## src/rtl/sync_fifo_param.sv

```systemverilog
// Parametrised single-clock FIFO with threshold flags, sticky error flags and read-valid strobe.
// Define FIFO_FWFT_EN for first-word-fall-through reads; otherwise data_out is a registered read.
module sync_fifo_param #(
  parameter int WIDTH    = 8,
  parameter int DEPTH    = 16,
  parameter int AF_LEVEL = DEPTH - 2,
  parameter int AE_LEVEL = 2
) (
  input  logic                     clk,
  input  logic                     rst_n,
  input  logic                     wr_en,
  input  logic [WIDTH-1:0]         data_in,
  output logic                     full,
  output logic                     almost_full,
  input  logic                     rd_en,
  output logic [WIDTH-1:0]         data_out,
  output logic                     rd_valid,
  output logic                     empty,
  output logic                     almost_empty,
  output logic [$clog2(DEPTH):0]   fifo_words,
  output logic                     overflow,
  output logic                     underflow,
  input  logic                     clr_err
);

  localparam int AW = $clog2(DEPTH);
  localparam int CW = AW + 1;

  logic [WIDTH-1:0] mem [0:DEPTH-1];

  logic [AW-1:0] wr_ptr_reg, wr_ptr_next;
  logic [AW-1:0] rd_ptr_reg, rd_ptr_next;
  logic [CW-1:0] words_reg, words_next;
  logic          overflow_reg, overflow_next;
  logic          underflow_reg, underflow_next;
  logic          wr_fire, rd_fire;

  assign full         = (words_reg == CW'(DEPTH));
  assign empty        = (words_reg == '0);
  assign almost_full  = (words_reg >= CW'(AF_LEVEL));
  assign almost_empty = (words_reg <= CW'(AE_LEVEL));
  assign fifo_words   = words_reg;
  assign overflow     = overflow_reg;
  assign underflow    = underflow_reg;

  // Acceptance uses the registered occupancy, so full/empty never depend on this cycle's requests.
  assign wr_fire = wr_en && !full;
  assign rd_fire = rd_en && !empty;

  always_comb begin
    wr_ptr_next    = wr_ptr_reg;
    rd_ptr_next    = rd_ptr_reg;
    words_next     = words_reg;
    overflow_next  = overflow_reg;
    underflow_next = underflow_reg;
    if (wr_fire) wr_ptr_next = wr_ptr_reg + AW'(1);
    if (rd_fire) rd_ptr_next = rd_ptr_reg + AW'(1);
    case ({wr_fire, rd_fire})
      2'b10:   words_next = words_reg + CW'(1);
      2'b01:   words_next = words_reg - CW'(1);
      default: words_next = words_reg;
    endcase
    if (clr_err) begin
      overflow_next  = 1'b0;
      underflow_next = 1'b0;
    end
    // A fresh error in the same cycle overrides the clear.
    if (wr_en && full)  overflow_next  = 1'b1;
    if (rd_en && empty) underflow_next = 1'b1;
  end

  always_ff @(posedge clk) begin
    if (!rst_n) begin
      wr_ptr_reg    <= '0;
      rd_ptr_reg    <= '0;
      words_reg     <= '0;
      overflow_reg  <= 1'b0;
      underflow_reg <= 1'b0;
    end else begin
      wr_ptr_reg    <= wr_ptr_next;
      rd_ptr_reg    <= rd_ptr_next;
      words_reg     <= words_next;
      overflow_reg  <= overflow_next;
      underflow_reg <= underflow_next;
    end
  end

  always_ff @(posedge clk) begin
    if (rst_n && wr_fire) mem[wr_ptr_reg] <= data_in;
  end

`ifdef FIFO_FWFT_EN
  // Head word is presented asynchronously; zero while empty keeps the reset value defined.
  assign data_out = empty ? '0 : mem[rd_ptr_reg];
  assign rd_valid = !empty;
`else
  logic [WIDTH-1:0] data_out_reg;
  logic             rd_valid_reg;

  always_ff @(posedge clk) begin
    if (!rst_n) begin
      data_out_reg <= '0;
      rd_valid_reg <= 1'b0;
    end else begin
      rd_valid_reg <= rd_fire;
      if (rd_fire) data_out_reg <= mem[rd_ptr_reg];
    end
  end

  assign data_out = data_out_reg;
  assign rd_valid = rd_valid_reg;
`endif

endmodule

```

## config.mk

```make
export PLATFORM = sky130hd
export DESIGN_NAME = sync_fifo_param
export DESIGN_NICKNAME = d
export VERILOG_FILES = /design/src/rtl/sync_fifo_param.sv
export SDC_FILE = /design/constraint.sdc
export NUM_CORES = 1
export LEC_CHECK = 0
export ABC_AREA = 1
export CORE_MARGIN = 8
export CORE_UTILIZATION = 50
export DETAILED_ROUTE_END_ITERATION = 10
export HOLD_SLACK_MARGIN = 0.03
export PLACE_DENSITY = 0.69
export SLEW_MARGIN = 40
export SYNTH_ARGS = -nofsm -noshare
export SYNTH_HDL_FRONTEND = slang
export SYNTH_SLANG_ARGS = --single-unit
```

## constraint.sdc

```tcl
create_clock -name clk -period 3.3 [get_ports clk]
set_input_delay 0.33 -clock clk [delete_from_list [all_inputs] [get_ports clk]]
set_output_delay 0.33 -clock clk [all_outputs]
set_load 0.02 [all_outputs]
```

==> impl_metrics.json, run 1 <==
{
  "hp-class": "reg -> reg",
  "cts_setup_buffers": 0,
  "synth.avg_cell_area_um2": 9.822,
  "final_util_pct": 58.46,
  "powerDensity_mw_per_mm2": 773.7,
  "h-tree-depth": 4,
  "fin_skew_ns": 0.006992,
  "max_cap_violations": 0,
  "yosysTopAreaCellShare_pct": 57.64,
  "area_growth_pct": 15.16,
  "drcViolationCount": 0,
  "die_h_um": 131.5,
  "clockBufferDepth": 2,
  "end_kind": "flip-flop",
  "synth_fp_nets": 702,
  "path_cells": "inv_1 -> nand4_1 -> nand2_2 -> inv_1 -> ha_1 -> inv_1 -> fa_1 -> inv_1 -> nand2_1 -> a21boi_0 -> o21bai_1 -> nand2_1 -> nand2_1 -> a21oi_1",
  "cts_root_buffer": "clkbuf_16",
  "place_congestion": 0.8566,
  "cts_tree": "yes",
  "fmaxAchievable_mhz": 413.2,
  "worst_pin_slew_ns": 0.7753,
  "ys_warn_count": 0,
  "arrival_ns": 2.77,
  "netlist_area_mm2": 0.006669,
  "yosysMostFrequentCell": "nand2_1",
  "drt_iter0_markers": 406,
  "crit_top_cell": "inv_1",
  "ys_ff_latch": 152,
  "ctsHoldBuffers": 0,
  "grt_util_all_layers_pct": 18.40,
  "crit_required_ns": 3.65,
  "diodes": 0,
  "rsz0062_at_grt": "no",
  "grt_start_max_net_pins": 67,
  "synth.distinct_cells": 24,
  "peakVddDrop_mv": 0.4132,
  "outcome": "complete, no violations",
  "num_io_pins": 33,
  "synth_edf_count": 128,
  "avgViaCountPerCell": 5.232,
  "final_nets": 728,
  "cpMaxStageDelayCell": "dfxtp_1",
  "worstSetupPathDepth": 14,
  "drt_first_pass_iters": 5,
  "hold_viol_final": 0,
  "final_max_slew_viol_count": 0,
  "p_leak_nw": 3.187,
  "io_buffers": 32,
  "cp_top_family": "adder cells",
  "grt_pass1_wl_um": 24620,
  "start_util_pct": 50.76,
  "max_stage_delay_ns": 0.44,
  "ys_top_cells_by_count": "nand2_1, edfxtp_1, nand3_1",
  "fin_setup_tns_ns": 0,
  "core_mm2": 0.01314,
  "path_max_fanout": 7,
  "cts_buffers": 17,
  "min_delay_path_depth": 2,
  "routed_wl_um": 15100,
  "reg2reg_depth": 14,
  "setup_viol": 0,
  "first_global_vias": 4709,
  "async_reset_ff_share_pct": 0,
  "clk_pin_slew_ns": 0.06,
  "die_area_mm2": 0.01729,
  "crit_type": "reg -> reg",
  "layout-drive-gt1-share_pct": 5.710,
  "fin_crit_ns": 2.420,
  "grt_antenna_before_repair": 0,
  "p_total_w": 0.005942,
  "rows": 42,
  "vias": 4677,
  "largest_reg_flops": 128,
  "die_w_um": 131.5,
  "cts_resized": 0,
  "wire_per_inst_um": 16.89,
  "dpl.hpwl_um": 9701,
  "critPathBufInv": 4,
  "max_slew_margin_pct": 48.12,
  "fillers": 1132,
  "ys_seq_area_share_pct": 64.84,
  "crit_path_start_kind": "flip-flop",
  "synth_area_leaders": "edfxtp_1, nand2_1, nand3_1",
  "cts_sinks": 152,
  "yosys_most_used_dff": "edfxtp_1",
  "whs_ns": 0.4685,
  "antenna_left": 0,
  "clk_latency_ns": 0.43,
  "yosysTopAreaCell": "edfxtp_1",
  "grt.overflow.total": 0,
  "post-route-period-util_pct": 73.33,
  "netlist_instances": 679
}
[metal layers]
layer | wire (um) | global-route usage, % | vias to the layer above
met4 | 342 | 8.360 | 0
met5 | 0 | 0 | -
met2 | 7789 | 30.95 | 149
met1 | 6080 | 21.98 | 2239
li1 | - | - | 2257
met3 | 888 | 4.421 | 32
[worst paths after layout]
kind                           endpoint                       start  slack (ns)
min reg2reg       overflow$_SDFFE_PN0P_       overflow$_SDFFE_PN0P_        0.47
max reg2reg  fifo_words[4]$_SDFFE_PN0P_  fifo_words[4]$_SDFFE_PN0P_        0.88
max          fifo_words[4]$_SDFFE_PN0P_  fifo_words[4]$_SDFFE_PN0P_        0.88
min               overflow$_SDFFE_PN0P_       overflow$_SDFFE_PN0P_        0.47
[cells in the final DEF, fill, tap and decap left out, drive strengths merged, types with 4 or more instances in the layout]
| master | count |
|---|---|
| nand2 | 224 |
| edfxtp | 128 |
| nand3 | 98 |
| inv | 94 |
| nor2 | 34 |
| clkdlybuf4s50 | 32 |
| dfxtp | 24 |
| clkbuf | 18 |
| a21oi | 16 |
| ha | 9 |
| o21ai | 8 |
| clkinv | 8 |
| clkinvlp | 5 |
| xor2 | 4 |
| bufinv | 4 |
| buf | 4 |
[power by group]
group	switching [W]	leakage (nW)	internal (W)
sequential	0.0000773	1.35	0.00219
clock	0.000745	0.285	0.00125
combinational	0.00112	1.55	0.000556
[tightest hold or removal path: cells and delay by family, from the launching register on]
kind,cells,cell delay [ns]
DFF,1,0.31
AOI/OAI and AO/OA,1,0.05
and+or+nand+nor,1,0.06
[area by class of cell]
class	instances	area, um2	area share [%]
clock buffer	18	429.2	5.588
clock inverter	14	181.4	2.362
inverter	97	366.6	4.774
multi-input combinational	401	1807	23.53
sequential	152	4325	56.32
tap	176	220.2	2.867
timing repair buffer	36	350.3	4.562
[cells by family (layout without fill, tap and decap cells)]
| group | after synthesis | in the layout | share of synthesized area (%) |
|---|---|---|---|
| AO/OA/AOI/OAI | 28 | 28 | 2.270 |
| flip-flops | 152 | 152 | 64.84 |
| adder cells (fa/ha/maj) | 10 | 10 | 1.989 |
| buffers and inverters | 126 | 165 | 8.067 |
| AND/OR/NAND/NOR | 358 | 358 | 22.18 |
| XOR/XNOR | 5 | 5 | 0.6566 |
[metrics by stage]
step | setup slack, ns | cell area [um2] | cells
after floorplan | 1.009 | 6669 | 679
after global placement | 0.9281 | 7067 | 862
after global routing | 0.7445 | 7680 | 894
after CTS | 0.9390 | 7680 | 894
after detailed placement | 0.7616 | 7069 | 862
final | 0.8801 | 7680 | 894
Power figures use the tool's default switching activity.
==> run 2: changes to the inputs <==
==> constraint.sdc (replaced) <==
create_clock -name clk -period 2.5 [get_ports clk]
set_input_delay 0.25 -clock clk [delete_from_list [all_inputs] [get_ports clk]]
set_output_delay 0.25 -clock clk [all_outputs]
set_load 0.02 [all_outputs]
==> impl_metrics.json, run 2 (synthesis results as in run 1) <==
{
  "fmaxAchievable_mhz": 430.9,
  "cts_sinks": 152,
  "sequentialPowerShare_pct": 37.9,
  "setup_viol": 0,
  "ff_latch_area_mm2": 0.004325,
  "power_frac_clock_pct": 33.4,
  "cts_tree": "yes",
  "routed_wl_um": 15020,
  "clk_pin_slew_ns": 0.06,
  "cts_root_buffer": "clkbuf_16",
  "first_global_vias": 4642,
  "fin_crit_ns": 2.321,
  "wire_per_inst_um": 16.43,
  "diodes": 0,
  "sw_frac_of_total_pct": 32.48,
  "grt_pass1_wl_um": 24340,
  "hold_viol_final": 0,
  "clk_latency_ns": 0.42,
  "io_buffers": 32,
  "fin_setup_tns_ns": 0,
  "die_h_um": 131.5,
  "drt_iter0_markers": 357,
  "max_cap_violations": 0,
  "vias": 4656,
  "h-tree-depth": 4,
  "drcViolationCount": 0,
  "post-route-period-util_pct": 92.83,
  "avgViaCountPerCell": 5.094,
  "num_io_pins": 33,
  "final_common_cell": "nand2_1",
  "r2r-start": "fifo_words[4]$_SDFFE_PN0P_",
  "fillers": 1122,
  "powerDensity_mw_per_mm2": 1009,
  "final_max_slew_viol_count": 0,
  "multi_input_area_mm2": 0.001809,
  "die_w_um": 131.5,
  "ctsHoldBuffers": 0,
  "cts_buffers": 17,
  "final_nets": 748,
  "hp-class": "in -> reg",
  "die_area_mm2": 0.01729,
  "core_mm2": 0.01314,
  "area_growth_pct": 17.65,
  "layout_common_cells": "nand2_1, edfxtp_1, nand3_1, inv_1, nor2_1",
  "grt_antenna_before_repair": 0,
  "rsz0062_at_grt": "no",
  "layout-drive-gt1-share_pct": 7.995,
  "peakVddDrop_mv": 0.4876,
  "p_leak_nw": 3.287,
  "place_congestion": 0.8652,
  "crit_type": "reg -> reg",
  "dpl.hpwl_um": 9856,
  "largest_reg_flops": 128,
  "clockBufferDepth": 2,
  "setup_ws_ns": 0.1792,
  "end_kind": "flip-flop",
  "antenna_left": 0,
  "dp_slack_ns": 0.09075,
  "arrival_ns": 2.66,
  "p_sw_w": 0.002571,
  "fin_skew_ns": 0.004754,
  "combinationalPowerShare_pct": 28.7,
  "worst_pin_slew_ns": 0.7072,
  "intPower_w": 0.005345,
  "crit_required_ns": 2.84,
  "max_slew_margin_pct": 52.71,
  "grt.overflow.total": 0,
  "outcome": "complete, no violations",
  "grt_util_all_layers_pct": 17.92,
  "path_max_fanout": 7,
  "rows": 42,
  "crit_path_start_kind": "flip-flop",
  "worstHoldStart": "rd_en",
  "grt_start_max_net_pins": 50,
  "start_util_pct": 50.76,
  "crit_start": "fifo_words[4]$_SDFFE_PN0P_",
  "drt_first_pass_iters": 5
}
[run 2: changes by cell type in the layout (fill, tap and decap cells not counted), sizes merged]
cell,before,now
clkinvlp,5,6
clkbuf,18,21
clkinv,8,4
buf,4,24
[run 2: layer usage]
layer | wire length, um | track usage, %
met5 | 0 | 0
met4 | 340 | 8.041
met3 | 761 | 3.392
met2 | 7721 | 30.58
met1 | 6195 | 21.65
[run 2: critical path: stages (launching register included)]
cell	delay (ns)
dfxtp_1	0.44
inv_1	0.10
nand4_1	0.14
nand2_2	0.12
inv_1	0.10
ha_2	0.24
inv_1	0.07
fa_1	0.40
inv_1	0.07
nand2_1	0.06
a21boi_0	0.19
o21bai_1	0.09
nand2_1	0.06
nand2_1	0.05
a21oi_1	0.11
[run 2: power groups by stage]
stage / sequential [W] / clock (W) / combinational, W
floorplan: 0.00315 / 0 / 0.00139
CTS: 0.00300 / 0.00267 / 0.00228
global placement: 0.00304 / 0 / 0.00221
detailed placement: 0.00305 / 0 / 0.00225
global route: 0.00302 / 0.00277 / 0.00250
finish: 0.00300 / 0.00264 / 0.00228
[run 2: final cells by class]
type	instances	area share (%)
Clock inverter	11	2.217
Sequential cell	152	55.13
Clock buffer	21	5.613
Multi-Input combinational cell	401	23.06
Inverter	97	4.640
Timing Repair Buffer	56	6.538
Tap cell	176	2.807
[run 2: timing repair]
item | in CTS | in global routing
setup buffers | 0 | 0
endpoints found under the setup margin | 0 | 1
resized for setup | 0 | 1
[run 2: final timing paths]
kind         depth (start not counted)                    endpoint  slack (ns)
min reg2reg                          2       overflow$_SDFFE_PN0P_        0.47
max                                 14  fifo_words[4]$_SDFFE_PN0P_        0.18
min                                  3      underflow$_SDFFE_PN0P_        0.46
max reg2reg                         14  fifo_words[4]$_SDFFE_PN0P_        0.18
[run 2: through the flow]
step                      cell area (um2)  cells  utilization (%)  hold slack, ns  total power (W)
after floorplan                      6669    679                -          0.3489         0.004538
after global placement               7229    882            55.03          0.4535         0.005250
after detailed placement             7229    882            55.03          0.4654         0.005300
after CTS                            7844    914            59.70          0.4520         0.007945
after global routing                 7846    914            59.72          0.4787         0.008281
final                                7846    914            59.72          0.4648         0.007917
==> run 3: changes to the inputs <==
--- a/config.mk
+++ b/config.mk
@@ -6,6 +6,7 @@
 export NUM_CORES = 1
 export LEC_CHECK = 0
 export ABC_AREA = 1
+export CORE_ASPECT_RATIO = 1.4
 export CORE_MARGIN = 8
 export CORE_UTILIZATION = 50
 export DETAILED_ROUTE_END_ITERATION = 10
==> impl_metrics.json, run 3 (synthesis results as in run 1) <==
{
  "worstSetupPathDepth": 13,
  "h-tree-depth": 4,
  "cts_root_buffer": "clkbuf_16",
  "sw_frac_of_total_pct": 32.94,
  "combinationalPowerShare_pct": 28.9,
  "dpl.hpwl_um": 9736,
  "drt_first_pass_iters": 5,
  "crit_required_ns": 2.84,
  "grt_pass1_wl_um": 24320,
  "num_io_pins": 33,
  "hold_viol_final": 0,
  "fmaxAchievable_mhz": 444.6,
  "min_delay_path_depth": 3,
  "max_cap_violations": 0,
  "placedInstanceArea_mm2": 0.007302,
  "post-route-period-util_pct": 89.97,
  "die_h_um": 152.7,
  "fin_skew_ns": 0.008041,
  "largest_reg_flops": 128,
  "routed_wl_um": 15050,
  "drt_iter0_markers": 235,
  "rsz0062_at_grt": "no",
  "drcViolationCount": 0,
  "path_max_fanout": 7,
  "place_congestion": 0.8247,
  "die_w_um": 113.6,
  "fin_setup_tns_ns": 0,
  "fin_crit_ns": 2.249,
  "grt_start_max_net_pins": 67,
  "critPathBufInv": 2,
  "area_growth_pct": 18.16,
  "final_max_slew_viol_count": 0,
  "reg2reg_depth": 13,
  "p_sw_w": 0.002532,
  "path_cells": "nor2_1 -> nand4_1 -> nand2_2 -> ha_1 -> inv_1 -> fa_1 -> inv_1 -> nand2_1 -> a21boi_0 -> o21bai_1 -> nand2_1 -> nand2_1 -> a21oi_1",
  "cts_setup_buffers": 0,
  "cpMaxStageDelayCell": "fa_1",
  "r2r_end": "fifo_words[4]$_SDFFE_PN0P_",
  "r2r-start": "fifo_words[1]$_SDFFE_PN0P_",
  "grt_util_all_layers_pct": 18.23,
  "crit_type": "reg -> reg",
  "cts_tree": "yes",
  "crit_path_start_kind": "flip-flop",
  "power_frac_clock_pct": 32.3,
  "hold_end": "overflow$_SDFFE_PN0P_",
  "layout-drive-gt1-share_pct": 8.993,
  "avgViaCountPerCell": 5.050,
  "ctsHoldBuffers": 0,
  "final_common_cell": "nand2_1",
  "arrival_ns": 2.59,
  "die_area_mm2": 0.01734,
  "clk_latency_ns": 0.42,
  "crit_top_cell": "nand2_1",
  "grt_antenna_before_repair": 0,
  "io_buffers": 32,
  "max_slew_margin_pct": 52.28,
  "worst_pin_slew_ns": 0.7157,
  "cp_top_family": "adder cells",
  "outcome": "complete, no violations",
  "antenna_left": 0,
  "p_leak_nw": 3.319,
  "powerDensity_mw_per_mm2": 975.5,
  "start_util_pct": 50.52,
  "rows": 50,
  "vias": 4681,
  "fin_area_mm2": 0.007880,
  "clk_pin_slew_ns": 0.06,
  "peakVddDrop_mv": 0.6321,
  "hp-class": "in -> reg",
  "grt.overflow.total": 0,
  "cts_buffers": 17,
  "cts_sinks": 152,
  "setup_ws_ns": 0.2508,
  "cts_resized": 0,
  "intPower_w": 0.005155,
  "wire_per_inst_um": 16.23,
  "max_stage_delay_ns": 0.41,
  "final_nets": 755,
  "sequentialPowerShare_pct": 38.8,
  "layout_common_cells": "nand2_1, edfxtp_1, nand3_1, inv_1, nor2_1",
  "whs_ns": 0.4513,
  "p_total_w": 0.007687,
  "diodes": 0,
  "r2r_slack_ns": 0.25,
  "first_global_vias": 4704,
  "dp_slack_ns": 0.1873,
  "clockBufferDepth": 2,
  "core_mm2": 0.01320,
  "end_kind": "flip-flop",
  "setup_viol": 0,
  "worstHoldStart": "wr_en"
}
==> run 3: worst min-delay path: stages <==
cell,delay (ns)
clkdlybuf4s50_1,0.43
nand2_1,0.08
a21oi_1,0.05
==> run 3: final cells by class <==
| type | instances | area, um2 |
|---|---|---|
| repair buffers | 63 | 578.1 |
| flip-flops and latches | 152 | 4325 |
| well taps | 182 | 227.7 |
| clock inverters | 14 | 148.9 |
| inverters | 97 | 364.1 |
| clock buffers | 18 | 429.2 |
| fillers | 1077 | 5320 |
| multi-input cells | 401 | 1807 |
==> run 3: how the worst max path moves through the flow <==
stage                                    start                          to  slack (ns)
finish              fifo_words[1]$_SDFFE_PN0P_  fifo_words[4]$_SDFFE_PN0P_        0.25
global route        fifo_words[1]$_SDFFE_PN0P_  fifo_words[4]$_SDFFE_PN0P_        0.01
CTS                 fifo_words[1]$_SDFFE_PN0P_  fifo_words[4]$_SDFFE_PN0P_        0.24
detailed placement                       rd_en  fifo_words[4]$_SDFFE_PN0P_        0.19
global placement                         rd_en  fifo_words[4]$_SDFFE_PN0P_        0.22
floorplan           fifo_words[4]$_SDFFE_PN0P_  fifo_words[4]$_SDFFE_PN0P_        0.21
==> run 3: per-stage QoR <==
stage	util, %	cells
after floorplan	-	679
after global placement	55.32	895
final	59.70	927
after global routing	59.70	927
after detailed placement	55.32	895
after CTS	59.70	927
==> run 3: power by group through the flow <==
stage	clock network [W]	registers, W	logic [W]
2_1_floorplan	0	0.00315	0.00139
4_1_cts	0.00253	0.00299	0.00223
3_5_place_dp	0	0.00304	0.00221
3_3_place_gp	0	0.00303	0.00218
5_1_grt	0.00263	0.00300	0.00248
6_report	0.00248	0.00299	0.00222
==> run 3: layer usage <==
metal	wire, um	track usage, %	up-vias
met4	281	7.134	0
li1	-	-	2308
met1	5950	20.43	2219
met2	8018	31.98	130
met3	798	4.760	24
met5	0	0	-
